`config.mk`:
```
export PLATFORM = sky130hd
export DESIGN_NAME = ec_pipe_sched
export DESIGN_NICKNAME = d
export VERILOG_FILES = /design/src/rtl/ec_pipe_sched.sv
export SDC_FILE = /design/constraint.sdc
export NUM_CORES = 1
export LEC_CHECK = 0
export ABC_AREA = 1
export CAP_MARGIN = 10
export CORE_AREA = 3 3 542 544
export CTS_CLUSTER_SIZE = 12
export DETAILED_ROUTE_END_ITERATION = 12
export DIE_AREA = 0 0 545 547
export PLACE_DENSITY = 0.38
export SLEW_MARGIN = 20
export SYNTH_ARGS = -nofsm -noshare
export SYNTH_HDL_FRONTEND = slang
export SYNTH_SLANG_ARGS = --single-unit
```
`constraint.sdc`:
```
create_clock -name clk -period 32.4 [get_ports clk]
set_input_delay 6.48 -clock clk [delete_from_list [all_inputs] [get_ports clk]]
set_output_delay 6.48 -clock clk [all_outputs]
set_load 0.005 [all_outputs]
```
`src/rtl/ec_pipe_sched.sv`:
```
// rtl/ec_pipe_sched.sv - round-robin scheduler sharing one error-correcting pipe among requesters
// Tags ride a delay line matched to the pipe latency so each corrected word returns to its owner.
module ec_pipe_sched #(
    parameter int NREQ        = 4,
    parameter int IDW         = 2,
    parameter int DATA_WIDTH  = 18,
    parameter int NDIG        = 10,
    parameter int PIPE_LAT    = 86,
    parameter int LOCK_THRESH = 3,
    parameter int CNT_W       = 16
) (
    input  logic                            clk,
    input  logic                            aclr,
    input  logic                            en,
    input  logic [NREQ-1:0]                 req_valid,
    input  logic [NREQ*NDIG*DATA_WIDTH-1:0] req_data,
    output logic [NREQ-1:0]                 req_ready,
    output logic                            pipe_dval,
    output logic [NDIG*DATA_WIDTH-1:0]      pipe_dig,
    input  logic                            pipe_dval_out,
    input  logic [NDIG*DATA_WIDTH-1:0]      pipe_out,
    input  logic                            pipe_cor,
    input  logic                            pipe_noncor,
    input  logic                            pipe_mal,
    input  logic [2*NDIG-1:0]               pipe_errdigs,
    output logic                            rsp_valid,
    output logic [IDW-1:0]                  rsp_id,
    output logic [NDIG*DATA_WIDTH-1:0]      rsp_data,
    output logic [1:0]                      rsp_status,
    output logic [2*NDIG-1:0]               rsp_errdigs,
    output logic [NREQ-1:0]                 locked,
    input  logic [NREQ-1:0]                 lock_clr,
    output logic [CNT_W-1:0]                cnt_cor,
    output logic [CNT_W-1:0]                cnt_noncor,
    output logic [CNT_W-1:0]                cnt_mal,
    input  logic                            cnt_clr,
    output logic                            busy,
    output logic                            sync_err
);
    localparam int WW  = NDIG*DATA_WIDTH;
    localparam int TW  = IDW + 1;
    localparam int BCW = $clog2(LOCK_THRESH+1);

    logic [IDW-1:0]             rr_q, rr_d;
    logic                       pipe_dval_q, pipe_dval_d;
    logic [WW-1:0]              pipe_dig_q, pipe_dig_d;
    logic [IDW-1:0]             pipe_id_q, pipe_id_d;
    logic [PIPE_LAT*TW-1:0]     tag_q, tag_d;
    logic                       rsp_valid_q, rsp_valid_d;
    logic [IDW-1:0]             rsp_id_q, rsp_id_d;
    logic [WW-1:0]              rsp_data_q, rsp_data_d;
    logic [1:0]                 rsp_status_q, rsp_status_d;
    logic [2*NDIG-1:0]          rsp_errdigs_q, rsp_errdigs_d;
    logic                       sync_err_q, sync_err_d;
    logic [NREQ-1:0]            locked_q, locked_d;
    logic [NREQ-1:0][BCW-1:0]   bad_q, bad_d;
    logic [CNT_W-1:0]           cnt_cor_q, cnt_cor_d;
    logic [CNT_W-1:0]           cnt_noncor_q, cnt_noncor_d;
    logic [CNT_W-1:0]           cnt_mal_q, cnt_mal_d;

    logic [NREQ-1:0]            elig;
    logic                       grant_vld;
    logic [IDW-1:0]             grant_id;
    int                         j;
    logic                       tail_vld;
    logic [IDW-1:0]             tail_id;
    logic [1:0]                 status;
    logic                       busy_c;

    // Search starts at rr and wraps; the first eligible requester wins.
    always_comb begin
        elig      = req_valid & ~locked_q & {NREQ{en}};
        grant_vld = 1'b0;
        grant_id  = '0;
        j         = 0;
        for (int k = 0; k < NREQ; k++) begin
            j = int'(rr_q) + k;
            if (j >= NREQ) j = j - NREQ;
            if (!grant_vld && elig[IDW'(j)]) begin
                grant_vld = 1'b1;
                grant_id  = IDW'(j);
            end
        end
        req_ready = '0;
        if (grant_vld) req_ready[grant_id] = 1'b1;
    end

    always_comb begin
        rr_d        = rr_q;
        pipe_dval_d = grant_vld;
        pipe_dig_d  = pipe_dig_q;
        pipe_id_d   = pipe_id_q;
        if (grant_vld) begin
            rr_d      = (int'(grant_id) == NREQ-1) ? '0 : grant_id + 1'b1;
            pipe_id_d = grant_id;
        end
        for (int i = 0; i < NREQ; i++) begin
            if (grant_vld && grant_id == IDW'(i)) pipe_dig_d = req_data[i*WW +: WW];
        end
    end

    // The tag tail lines up with pipe_dval_out because both are fed by pipe_dval.
    always_comb begin
        tag_d    = {tag_q[(PIPE_LAT-1)*TW-1:0], pipe_dval_q, pipe_id_q};
        tail_vld = tag_q[PIPE_LAT*TW-1];
        tail_id  = tag_q[PIPE_LAT*TW-2 -: IDW];
        busy_c   = pipe_dval_q;
        for (int k = 0; k < PIPE_LAT; k++) busy_c = busy_c | tag_q[k*TW+IDW];
    end

    always_comb begin
        if (pipe_mal)         status = 2'b11;
        else if (pipe_noncor) status = 2'b10;
        else if (pipe_cor)    status = 2'b01;
        else                  status = 2'b00;
        rsp_valid_d   = pipe_dval_out;
        rsp_id_d      = tail_id;
        rsp_data_d    = pipe_out;
        rsp_status_d  = status;
        rsp_errdigs_d = pipe_errdigs;
        sync_err_d    = sync_err_q | (pipe_dval_out != tail_vld);
    end

    // Lockout counts consecutive bad results per owner; lock_clr overrides any update.
    always_comb begin
        bad_d    = bad_q;
        locked_d = locked_q;
        for (int i = 0; i < NREQ; i++) begin
            if (pipe_dval_out && tail_id == IDW'(i)) begin
                if (status[1]) begin
                    if (bad_q[i] != BCW'(LOCK_THRESH)) bad_d[i] = bad_q[i] + 1'b1;
                    if (bad_d[i] == BCW'(LOCK_THRESH)) locked_d[i] = 1'b1;
                end else begin
                    bad_d[i] = '0;
                end
            end
            if (lock_clr[i]) begin
                bad_d[i]    = '0;
                locked_d[i] = 1'b0;
            end
        end
    end

    always_comb begin
        cnt_cor_d    = cnt_cor_q;
        cnt_noncor_d = cnt_noncor_q;
        cnt_mal_d    = cnt_mal_q;
        if (pipe_dval_out) begin
            if (status == 2'b01 && cnt_cor_q != '1)    cnt_cor_d    = cnt_cor_q + 1'b1;
            if (status == 2'b10 && cnt_noncor_q != '1) cnt_noncor_d = cnt_noncor_q + 1'b1;
            if (status == 2'b11 && cnt_mal_q != '1)    cnt_mal_d    = cnt_mal_q + 1'b1;
        end
        if (cnt_clr) begin
            cnt_cor_d    = '0;
            cnt_noncor_d = '0;
            cnt_mal_d    = '0;
        end
    end

    always_ff @(posedge clk or posedge aclr) begin
        if (aclr) begin
            rr_q          <= '0;
            pipe_dval_q   <= 1'b0;
            pipe_dig_q    <= '0;
            pipe_id_q     <= '0;
            tag_q         <= '0;
            rsp_valid_q   <= 1'b0;
            rsp_id_q      <= '0;
            rsp_data_q    <= '0;
            rsp_status_q  <= '0;
            rsp_errdigs_q <= '0;
            sync_err_q    <= 1'b0;
            locked_q      <= '0;
            bad_q         <= '0;
            cnt_cor_q     <= '0;
            cnt_noncor_q  <= '0;
            cnt_mal_q     <= '0;
        end else begin
            rr_q          <= rr_d;
            pipe_dval_q   <= pipe_dval_d;
            pipe_dig_q    <= pipe_dig_d;
            pipe_id_q     <= pipe_id_d;
            tag_q         <= tag_d;
            rsp_valid_q   <= rsp_valid_d;
            rsp_id_q      <= rsp_id_d;
            rsp_data_q    <= rsp_data_d;
            rsp_status_q  <= rsp_status_d;
            rsp_errdigs_q <= rsp_errdigs_d;
            sync_err_q    <= sync_err_d;
            locked_q      <= locked_d;
            bad_q         <= bad_d;
            cnt_cor_q     <= cnt_cor_d;
            cnt_noncor_q  <= cnt_noncor_d;
            cnt_mal_q     <= cnt_mal_d;
        end
    end

    assign pipe_dval   = pipe_dval_q;
    assign pipe_dig    = pipe_dig_q;
    assign rsp_valid   = rsp_valid_q;
    assign rsp_id      = rsp_id_q;
    assign rsp_data    = rsp_data_q;
    assign rsp_status  = rsp_status_q;
    assign rsp_errdigs = rsp_errdigs_q;
    assign locked      = locked_q;
    assign cnt_cor     = cnt_cor_q;
    assign cnt_noncor  = cnt_noncor_q;
    assign cnt_mal     = cnt_mal_q;
    assign busy        = busy_c;
    assign sync_err    = sync_err_q;
endmodule

```
---- After elaboration in Yosys (flattened, before gate mapping) ----
Index checks and enable logic that the tools add are counted.
word-level totals
  bits in registers ....................... 709
  output and inout port bits .............. 444
operators by class
  add/sub/neg operators ................... 15
  order comparisons ....................... 10
  equality and inequality tests ........... 22
  mux-type cells .......................... 84
  bitwise operators ....................... 90
  reduce and logical (&&, ||, !) cells .... 44
operators with widths
  kind                                                                          number
  180-bit two-way mux                                                           4
  16-bit two-way mux                                                            9
  1-bit OR                                                                      87
  2-bit two-way mux                                                             35
  16-bit by 1-bit adder with 16-bit output, second input constant               3
  16-bit != test, second input constant                                         3
  2-bit nonzero test                                                            16
  1-bit two-way mux                                                             30
  2-bit == test, second input constant                                          10
  2-bit by 4-bit less-than comparator with 1-bit output, second input constant  4
  1-bit logical AND                                                             15
  3-bit AND reduction                                                           4
  2-bit by 1-bit adder with 2-bit output, second input constant                 5
  3-bit >= comparator, second input constant                                    3
  4-bit bitwise AND                                                             2
  1-bit binary-select mux with 2-bit select                                     4
  2-bit by 1-bit == test with 1-bit output, second input constant               4
  2-bit != test, second input constant                                          4
  2-bit by 1-bit subtractor with 2-bit output, second input constant            4
  2-bit by 2-bit adder with 3-bit output, second input constant                 2
  2-bit AND reduction                                                           3
  2-bit logical NOT                                                             2
  4-bit two-way mux                                                             1
  4-bit inverter                                                                1
  8 further kinds                                                               10

---- Longest topological paths before layout ----
Gate-level depths: netlist of run 1.
  word-level depth ........................ 86
  depth in mapped cells ................... 21

---- Worst setup path after synthesis of run 1 ----
OpenSTA, ideal clock, no wires.
  path kind ............................... input to output
  from .................................... input req_valid[3]
  to ...................................... output req_ready[2]
  arrival ................................. 8251 ps
  data required time ...................... 25920 ps
  setup slack ............................. 17669 ps
  cell stages on the path ................. 16
  path buffers ............................ 3
  path through ............................ nand2_1 > nor2_1 > nand2_1 > nand3_1 > nand2_2 > nor2_1 > nand2_1 > nand4_1 > o21ai_0 > inv_1 > ha_1 > clkbuf_1 > nand2_4 > buf_4 > buf_4 > inv_1
on the way
  word-level cells in the longest chain between the ends .. 20
  elaborated cells on any way between the ends .. 34
ends and longest elaborated chain
  what                                                                                                                                           RTL line  RTL
  start: declaration                                                                                                                             15        input logic [NREQ-1:0] req_valid,
  4-bit bitwise AND * (2 in series)                                                                                                              72        elig = req_valid & ~locked_q & {NREQ{en}};
  1-bit binary-select mux with 2-bit select                                                                                                      79        if (!grant_vld && elig[IDW'(j)]) begin
  1-bit two-way mux (not written as such) (2 in series)                                                                                          79
  1-bit two-way mux                                                                                                                              79
  1-bit logical NOT                                                                                                                              79
  1-bit logical AND                                                                                                                              79
  1-bit two-way mux                                                                                                                              79
  1-bit logical NOT                                                                                                                              79
  (+3 left out)                                                                                                                                  --
  1-bit logical AND                                                                                                                              79
  2-bit two-way mux *                                                                                                                            79
  net grant_id[1]                                                                                                                                63        logic [IDW-1:0] grant_id;
  2-bit by 3-bit less-than comparator with 1-bit output (not written as such) or 2-bit by 1-bit >= comparator with 1-bit output (tied branches)  85        if (grant_vld) req_ready[grant_id] = 1'b1;
  1-bit logical AND (not written as such)                                                                                                        85
  1-bit two-way mux (not written as such)                                                                                                        85
  1-bit demux with 2-bit select *                                                                                                                85
  4-bit two-way mux *                                                                                                                            85
  end: declaration                                                                                                                               17        output logic [NREQ-1:0] req_ready,
The timed path passes the listed nets; every way through them passes the cells marked *. The select of a mux whose other input is x is not followed.

---- Worst setup path in the final report of run 1 ----
  from .................................... input en
  to ...................................... output req_ready[2]
on the way
  word-level cells in the longest chain between the ends .. 19
  elaborated cells on any way between the ends .. 33
ends and longest elaborated chain
  what                                                                                                                                           RTL line  RTL
  start: declaration                                                                                                                             14        input logic en,
  4-bit bitwise AND *                                                                                                                            72
  1-bit binary-select mux with 2-bit select                                                                                                      79
  1-bit two-way mux (not written as such) (2 in series)                                                                                          79
  1-bit two-way mux                                                                                                                              79
  1-bit logical NOT                                                                                                                              79
  1-bit logical AND                                                                                                                              79
  1-bit two-way mux                                                                                                                              79
  1-bit logical NOT                                                                                                                              79
  (+3 left out)                                                                                                                                  --
  1-bit logical AND                                                                                                                              79
  2-bit two-way mux *                                                                                                                            79
  net grant_id[1]                                                                                                                                63
  2-bit by 3-bit less-than comparator with 1-bit output (not written as such) or 2-bit by 1-bit >= comparator with 1-bit output (tied branches)  85
  1-bit logical AND (not written as such)                                                                                                        85
  1-bit two-way mux (not written as such)                                                                                                        85
  1-bit demux with 2-bit select *                                                                                                                85
  4-bit two-way mux *                                                                                                                            85
Marked as above.

==> impl_results.md, run 1 <==
- Status: finished clean
- R2R Path End: pipe_dig[145]$_DFFE_PP0P_
- Max Slew Vio Count: 0
- Syn Nets: 4838
- Drt drc: 0
- Layout net count: 6159
- Iteration count of the initial detailed-routing pass: 5
- Hold Path End: tag_q[105]$_DFF_PP0_
- Element type at the critical path end: output pin
- Drt wl/cell: 25.4 µm
- Placer Congestion: 0.923
- Via count: between 30000 and 40000
- Slew @ Worst Pin: around 1.1 ns
- Mean Syn Cell Area: about 8.1 µm²
- Highest metal used: met5
- Setup TNS: 0 ns
- CTS sink cnt: a little over 700
- Kind of critical path: primary input to output pin
- WL met3: around 23000 µm
- Drt first-iter violations: roughly 1800
- WL met2: around 110000 µm
- CTS Buffer Depth: 4
- WHS Path Cells: 0
- Pwr per Cell Area: 112 nW/µm²
- Arrival @ worst endpoint: about 10 ns
- Critical Path Most Common Cell: nand2_1
- R2R Setup Slk: between 20 and 30 ns
- Synth Flop Type: dfrtp_1
- CTS tree: built
- Worst clock skew: a little under 0.1 ns
- Die footprint: just under 300000 µm²
- Clk root buf: clkbuf_16
- Largest net degree at the start of global routing: 159
- Initial Util: 10.9%
- Mapped Area: 31600 µm²
- Final Hold Fails: 0
- Slew HR: roughly 25%
- R2r startpoint: locked[1]$_DFFE_PP0P_
- Sequential fraction of the synthesis area: a little under three fifths
- DP HPWL: between 150000 and 200000 µm
- Synth Instances: 3895
- Non-Filler Instances: 9229
- Crit path cell chain: clkdlybuf4s50_1, nand2_1, nor2_1, nand2_1, nand3_1, nand2_2, nor2_1, nand2_1, nand4_1, o21ai_0, inv_1, ha_4, nand2_8, inv_1, clkdlybuf4s50_1
- Setup violations, final: 0
- I/O Buffers: 1379
- Most frequent cells in the layout: clkdlybuf4s50_1, nand2_1, inv_1
- Clk Latency, worst-skew pair: around 0.83 ns
- Die height: 547 µm
- Unrepaired setup endpoints after global routing: false
- # Post-CTS Setup Buffers: 0
- Worst-path fanout max: 47
- Layout cell share with drive strength beyond 1: 4.29%
- R2R depth: 14
- Max Cap Viol: 0
- First-pass GRT wire length: 310000 µm
- Delay-heaviest family, CP: buffers and inverters
- Width of the die: 545 µm
- Critical hold path startpoint: tag_q[102]$_DFF_PP0_
- Post-DRT Antenna Nets: 0
- Cell variety after synth: 35
- Data required time of the worst path: 25.92 ns
- Max VDD drop: 97.3 µV
- Total power: 5.98 mW
- Leading cell type in the layout, fill and taps excluded: clkdlybuf4s50_1
- TritonCTS buffer count: 103
- Antenna violations before repair: approximately 170
- Tmin final: 16.92 ns
- Final Cycle Share: 52.2%
- Register bit count reported by yosys: a little over 700
- Leak pwr: around 25 nW
- Syn. warnings: 0
- Core ar.: 290000 µm²
- Dpl cells: around 9000
- Final wirelength: approximately 230000 µm
- Hold-fix buffers, CTS: 0
- IO Count: 1380
- Maximum single-stage delay on the critical path: 0.80 ns
- Tightest Hold Check Type: register to register
- Design area: around 53000 µm²
- WP buf/inv: 4
- Total track usage: between 15 and 20%
- Clk slew on worst S/H paths: around 0.05 ns
- Crit start category: primary input
- Vias in the first global route: 33500
- Vias per cell: 3.47
- Placed Area: 49500 µm²
- Resized Gates After CTS: 0
- Slowest-stage cell, CP: clkdlybuf4s50_1
- F_max: 59.1 MHz
- Rows: 198
- Post-synth EDFFs: 0
- Fin util: between 10% and 20%
- Max H-tree Level: 3
- Gr ovfl total: 0
- P&R area growth vs syn: 68.4%
- Fillcell total: between 30000 and 40000
- Area of the multi-input gates: 9820 µm²
- Register area: between 15000 and 20000 µm²
- Met1 WL: 95600 µm
- Post-synth ARST share: 100%
metrics by stage:
step / setup WS, ns / hold slack, ns
2_1_floorplan: 6.03 / 0.331
3_3_place_gp: 15.35 / 0.331
3_5_place_dp: 15.45 / 0.335
4_1_cts: 15.43 / 0.260
5_1_grt: 15.13 / 0.272
6_report: 15.48 / 0.252
cell families after synthesis:
| logic type | Yosys count | synth area share [%] |
|---|---|---|
| adder cells (fa/ha/maj) | 7 | 0.277 |
| AO/OA/AOI/OAI | 249 | 4.11 |
| XOR/XNOR | 22 | 0.610 |
| buffers and inverters | 986 | 12.9 |
| flip-flops | 709 | 56.2 |
| AND/OR/NAND/NOR | 1922 | 25.9 |
final cells by class:
| type | instances | area share, % |
|---|---|---|
| Sequential cell | 709 | 33.4 |
| Timing Repair Buffer | 1419 | 26.6 |
| Multi-Input combinational cell | 2200 | 18.5 |
| Tap cell | 3900 | 9.17 |
| Inverter | 783 | 5.57 |
| Clock buffer | 143 | 5.56 |
| Clock inverter | 43 | 1.15 |
| Antenna cell | 32 | 0.151 |
worst register-to-register path: cells and delay by family, from the launching register on:
family,cells,cell delay (ns)
buf+inv,2,1.43
compound gates,1,0.68
fa+ha+maj,1,0.55
flops,1,0.52
simple gates,10,1.70
state kept, by name, indices dropped and copies added, names as in the netlist:
signal,cells
bad_q,8
cnt_cor,16
cnt_mal,16
cnt_noncor,16
locked,4
pipe_dig,180
pipe_dval,1
pipe_id_q,2
rr_q,2
rsp_data,180
rsp_errdigs,20
rsp_id,2
rsp_status,2
rsp_valid,1
sync_err,1
tag_q,258
power breakdown:
group	switching (mW)	internal, mW	total (mW)
registers	0.117	1.14	1.25
logic	2.45	1.06	3.51
clock network	0.476	0.739	1.21
total	3.04	2.93	5.98
worst max-delay path by stage:
stage,from,endpoint,slack (ns),cells past startpoint
global placement,en,req_ready[2],15.35,14
detailed placement,en,req_ready[2],15.45,15
floorplan,aclr,bad_q[0]$_DFFE_PP0P_,6.03,1
CTS,en,req_ready[2],15.43,15
global route,en,req_ready[2],15.13,15
finish,en,req_ready[2],15.48,15
per-layer routing:
layer | GRT usage (%) | up-vias
li1 | - | 14600
met1 | 18.5 | 15600
met2 | 25.6 | 1353
met3 | 5.85 | 377
met4 | 2.98 | 114
met5 | 0 | -
cells in the mapped netlist (3+ instances only):
cell type | count | area share, %
nand2_1 | 1197 | 14
inv_1 | 777 | 9.2
dfrtp_1 | 709 | 56
nand3_1 | 579 | 9.2
o21ai_0 | 121 | 1.9
o21ai_1 | 92 | 1.5
buf_2 | 63 | 1.0
clkbuf_1 | 60 | 0.71
buf_4 | 50 | 1.2
nor2_1 | 47 | 0.56
nor3_1 | 28 | 0.44
nand4_1 | 26 | 0.51
nor4_1 | 26 | 0.51
buf_6 | 16 | 0.57
xor2_1 | 16 | 0.44
a21oi_1 | 15 | 0.24
buf_1 | 14 | 0.17
o31ai_1 | 10 | 0.24
ha_1 | 7 | 0.28
xnor2_1 | 6 | 0.17
nor3b_1 | 5 | 0.12
or2_2 | 4 | 0.079
a211oi_1 | 3 | 0.071
clkinv_1 | 3 | 0.036
nand2_2 | 3 | 0.059
nand2_4 | 3 | 0.11
nand3b_1 | 3 | 0.071
Note: power is estimated with default switching activity, not from simulation.
==> run 2: changes to the inputs <==
==> constraint.sdc (replaced) <==
create_clock -name clk -period 17.1 [get_ports clk]
set_input_delay 3.42 -clock clk [delete_from_list [all_inputs] [get_ports clk]]
set_output_delay 3.42 -clock clk [all_outputs]
set_load 0.005 [all_outputs]
==> run 2 against run 1 <==
  * Final area shrank 0.15%
  * Worst setup slack worse by 8.9 ns
  * Non-clock buffer count decreased by 3
==> impl_results.md, run 2 (synthesis gave the netlist of run 1 again) <==
- Status: finished clean
- Core ar.: 290000 µm² (unchanged)
- Worst-path fanout max: 40 (-15%)
- Tightest Hold Check Type: register to register
- Slowest-stage cell, CP: o21ai_0
- Leading cell type in the layout, fill and taps excluded: clkdlybuf4s50_1
- Placer Congestion: 0.919 (-0.47%)
- Max VDD drop: 231 µV (+140%)
- Vias in the first global route: 33600 (+0.092%)
- Max H-tree Level: 3 (unchanged)
- Critical Path Most Common Cell: nand2_1
- Vias per cell: 3.49 (+0.60%)
- Die footprint: 298000 µm² (unchanged)
- P&R area growth vs syn: 68.1%
- Clk root buf: clkbuf_16
- Gr ovfl total: 0 (unchanged)
- Max reg flops: 258 (unchanged)
- Clk slew on worst S/H paths: 0.06 ns (about the same)
- CTS tree: built
- WP buf/inv: 3 (-1)
- Data required time of the worst path: 13.68 ns (-12.24 ns)
- Final Hold Fails: 0 (unchanged)
- Resized Gates After CTS: 0 (unchanged)
- Element type at the critical path end: output pin
- Layout cell share with drive strength beyond 1: 4.38% (+0.097 points)
- Top reg by flops: tag_q
- Slew @ Worst Pin: 1.11 ns (-0.0102 ns)
- Die height: 547 µm (unchanged)
- Setup TNS: 0 ns (unchanged)
- Tmin final: 10.55 ns
- Non-Filler Instances: 9235 (+0.065%)
- Most frequent cells in the layout: clkdlybuf4s50_1, nand2_1, inv_1
- TritonCTS buffer count: 103 (unchanged)
- Max Cap Viol: 0 (unchanged)
- Arrival @ worst endpoint: 7.13 ns (-3.31 ns)
- Hold-fix buffers, CTS: 0 (unchanged)
- I/O Buffers: 1379 (unchanged)
- Antenna violations before repair: 210 (+27%)
- IO Count: 1380 (unchanged)
- Fillcell total: 32700 (+0.092%)
- Layout net count: 6156 (-0.049%)
- Rows: 198 (unchanged)
- Drt drc: 0 (unchanged)
- Pwr per Cell Area: 209 nW/µm² (+86%)
- Drt wl/cell: 25.8 µm (+1.3%)
- Delay-heaviest family, CP: buffers and inverters
- Post-DRT Antenna Nets: 0 (unchanged)
- Dpl cells: 9008 (-0.033%)
- Slew HR: 25.2% (about the same)
- DP HPWL: 196000 µm (+1.6%)
- Iteration count of the initial detailed-routing pass: 5 (unchanged)
- Leak pwr: 24.6 nW (-0.36%)
- Crit start category: primary input
- Final Cycle Share: 61.7%
- Clk Latency, worst-skew pair: 0.79 ns (-0.04 ns)
- # Post-CTS Setup Buffers: 0 (unchanged)
- Max Slew Vio Count: 0 (unchanged)
- Final wirelength: 238000 µm (+1.4%)
- Drt first-iter violations: 1624 (-10%)
- Total track usage: 15.5% (+0.23 points)
- Via count: 32200 (+0.67%)
- Area of the multi-input gates: 9820 µm² (unchanged)
- CTS Buffer Depth: 4 (unchanged)
- F_max: 94.8 MHz
- Unrepaired setup endpoints after global routing: false
- Setup violations, final: 0 (unchanged)
- CTS sink cnt: 709 (unchanged)
- First-pass GRT wire length: 314000 µm (+1.3%)
- Worst clock skew: 0.0429 ns (-0.0543 ns)
- Maximum single-stage delay on the critical path: 0.80 ns (about the same)
- Crit path cell chain: clkdlybuf4s50_1, nand2_1, nor2_1, nand2_1, nand2_1, nor2_1, nand4_1, o21ai_0, ha_4, nand2_8, inv_1, clkdlybuf4s50_1
- Kind of critical path: primary input to output pin
- Register area: 17700 µm² (unchanged)
- Initial Util: 10.9% (unchanged)
- Width of the die: 545 µm (unchanged)
- Largest net degree at the start of global routing: 146 (-8.2%)
[run 2: path summary, 6_finish.rpt]
| path | cells after the start | from | slack, ns | to |
|---|---|---|---|---|
| max | 12 | en | 6.55 | req_ready[1] |
| min | 0 | tag_q[67]$_DFF_PP0_ | 0.31 | tag_q[70]$_DFF_PP0_ |
| max reg2reg | 15 | rr_q[0]$_DFFE_PP0P_ | 11.80 | pipe_dig[149]$_DFFE_PP0P_ |
| min reg2reg | 0 | tag_q[67]$_DFF_PP0_ | 0.31 | tag_q[70]$_DFF_PP0_ |
| max in group asynchronous | 5 | aclr | 11.15 | pipe_dig[173]$_DFFE_PP0P_ |
| min in group asynchronous | 2 | aclr | 3.09 | tag_q[254]$_DFF_PP0_ |
[run 2: worst register-to-register path, cell delays in order (launching register included)]
cell	delay (ns)
dfrtp_1	0.54
inv_4	0.10
nand2_1	0.09
nand2_1	0.10
nor2_1	0.25
nand4_1	0.20
o21ai_0	0.80
inv_1	0.24
ha_4	0.41
nand2_8	0.35
buf_4	0.54
buf_4	0.71
nand3_1	0.39
nand2_1	0.34
nand2_1	0.10
nand2_1	0.07
[run 2: metal layers]
layer | vias up | GRT usage, % | wire, µm
met5 | - | 0 | 939
met4 | 142 | 3.35 | 5820
met3 | 445 | 6.14 | 23300
met2 | 1399 | 26.1 | 112000
met1 | 15700 | 18.4 | 95800
li1 | 14600 | - | -
[run 2: cell type report]
type | instances | area share [%]
multi-input cells | 2200 | 18.5
clock buffers | 129 | 5.34
diodes | 41 | 0.193
inverters | 783 | 5.57
flip-flops and latches | 709 | 33.4
repair buffers | 1416 | 26.6
clock inverters | 57 | 1.22
well taps | 3900 | 9.19
[run 2: where the power goes]
group	internal, mW	leakage, nW	total, mW	switching [mW]
clock network	1.33	1.68	2.24	0.911
registers	2.16	8.62	2.38	0.225
logic	2.00	14.3	6.49	4.50
total	5.48	24.6	11.1	5.63
[run 2: metrics by stage]
stage	setup WS [ns]	instance area [µm²]	total power, mW	util [%]	hold WS, ns
floorplan	3.97	31600	6.09	-	0.331
global placement	6.43	49500	9.15	17.1	0.333
detailed placement	6.51	49500	9.17	17.1	0.335
CTS	6.49	53000	11.5	18.3	0.311
global route	6.24	53000	12.2	18.3	0.336
finish	6.55	53100	11.1	18.3	0.310
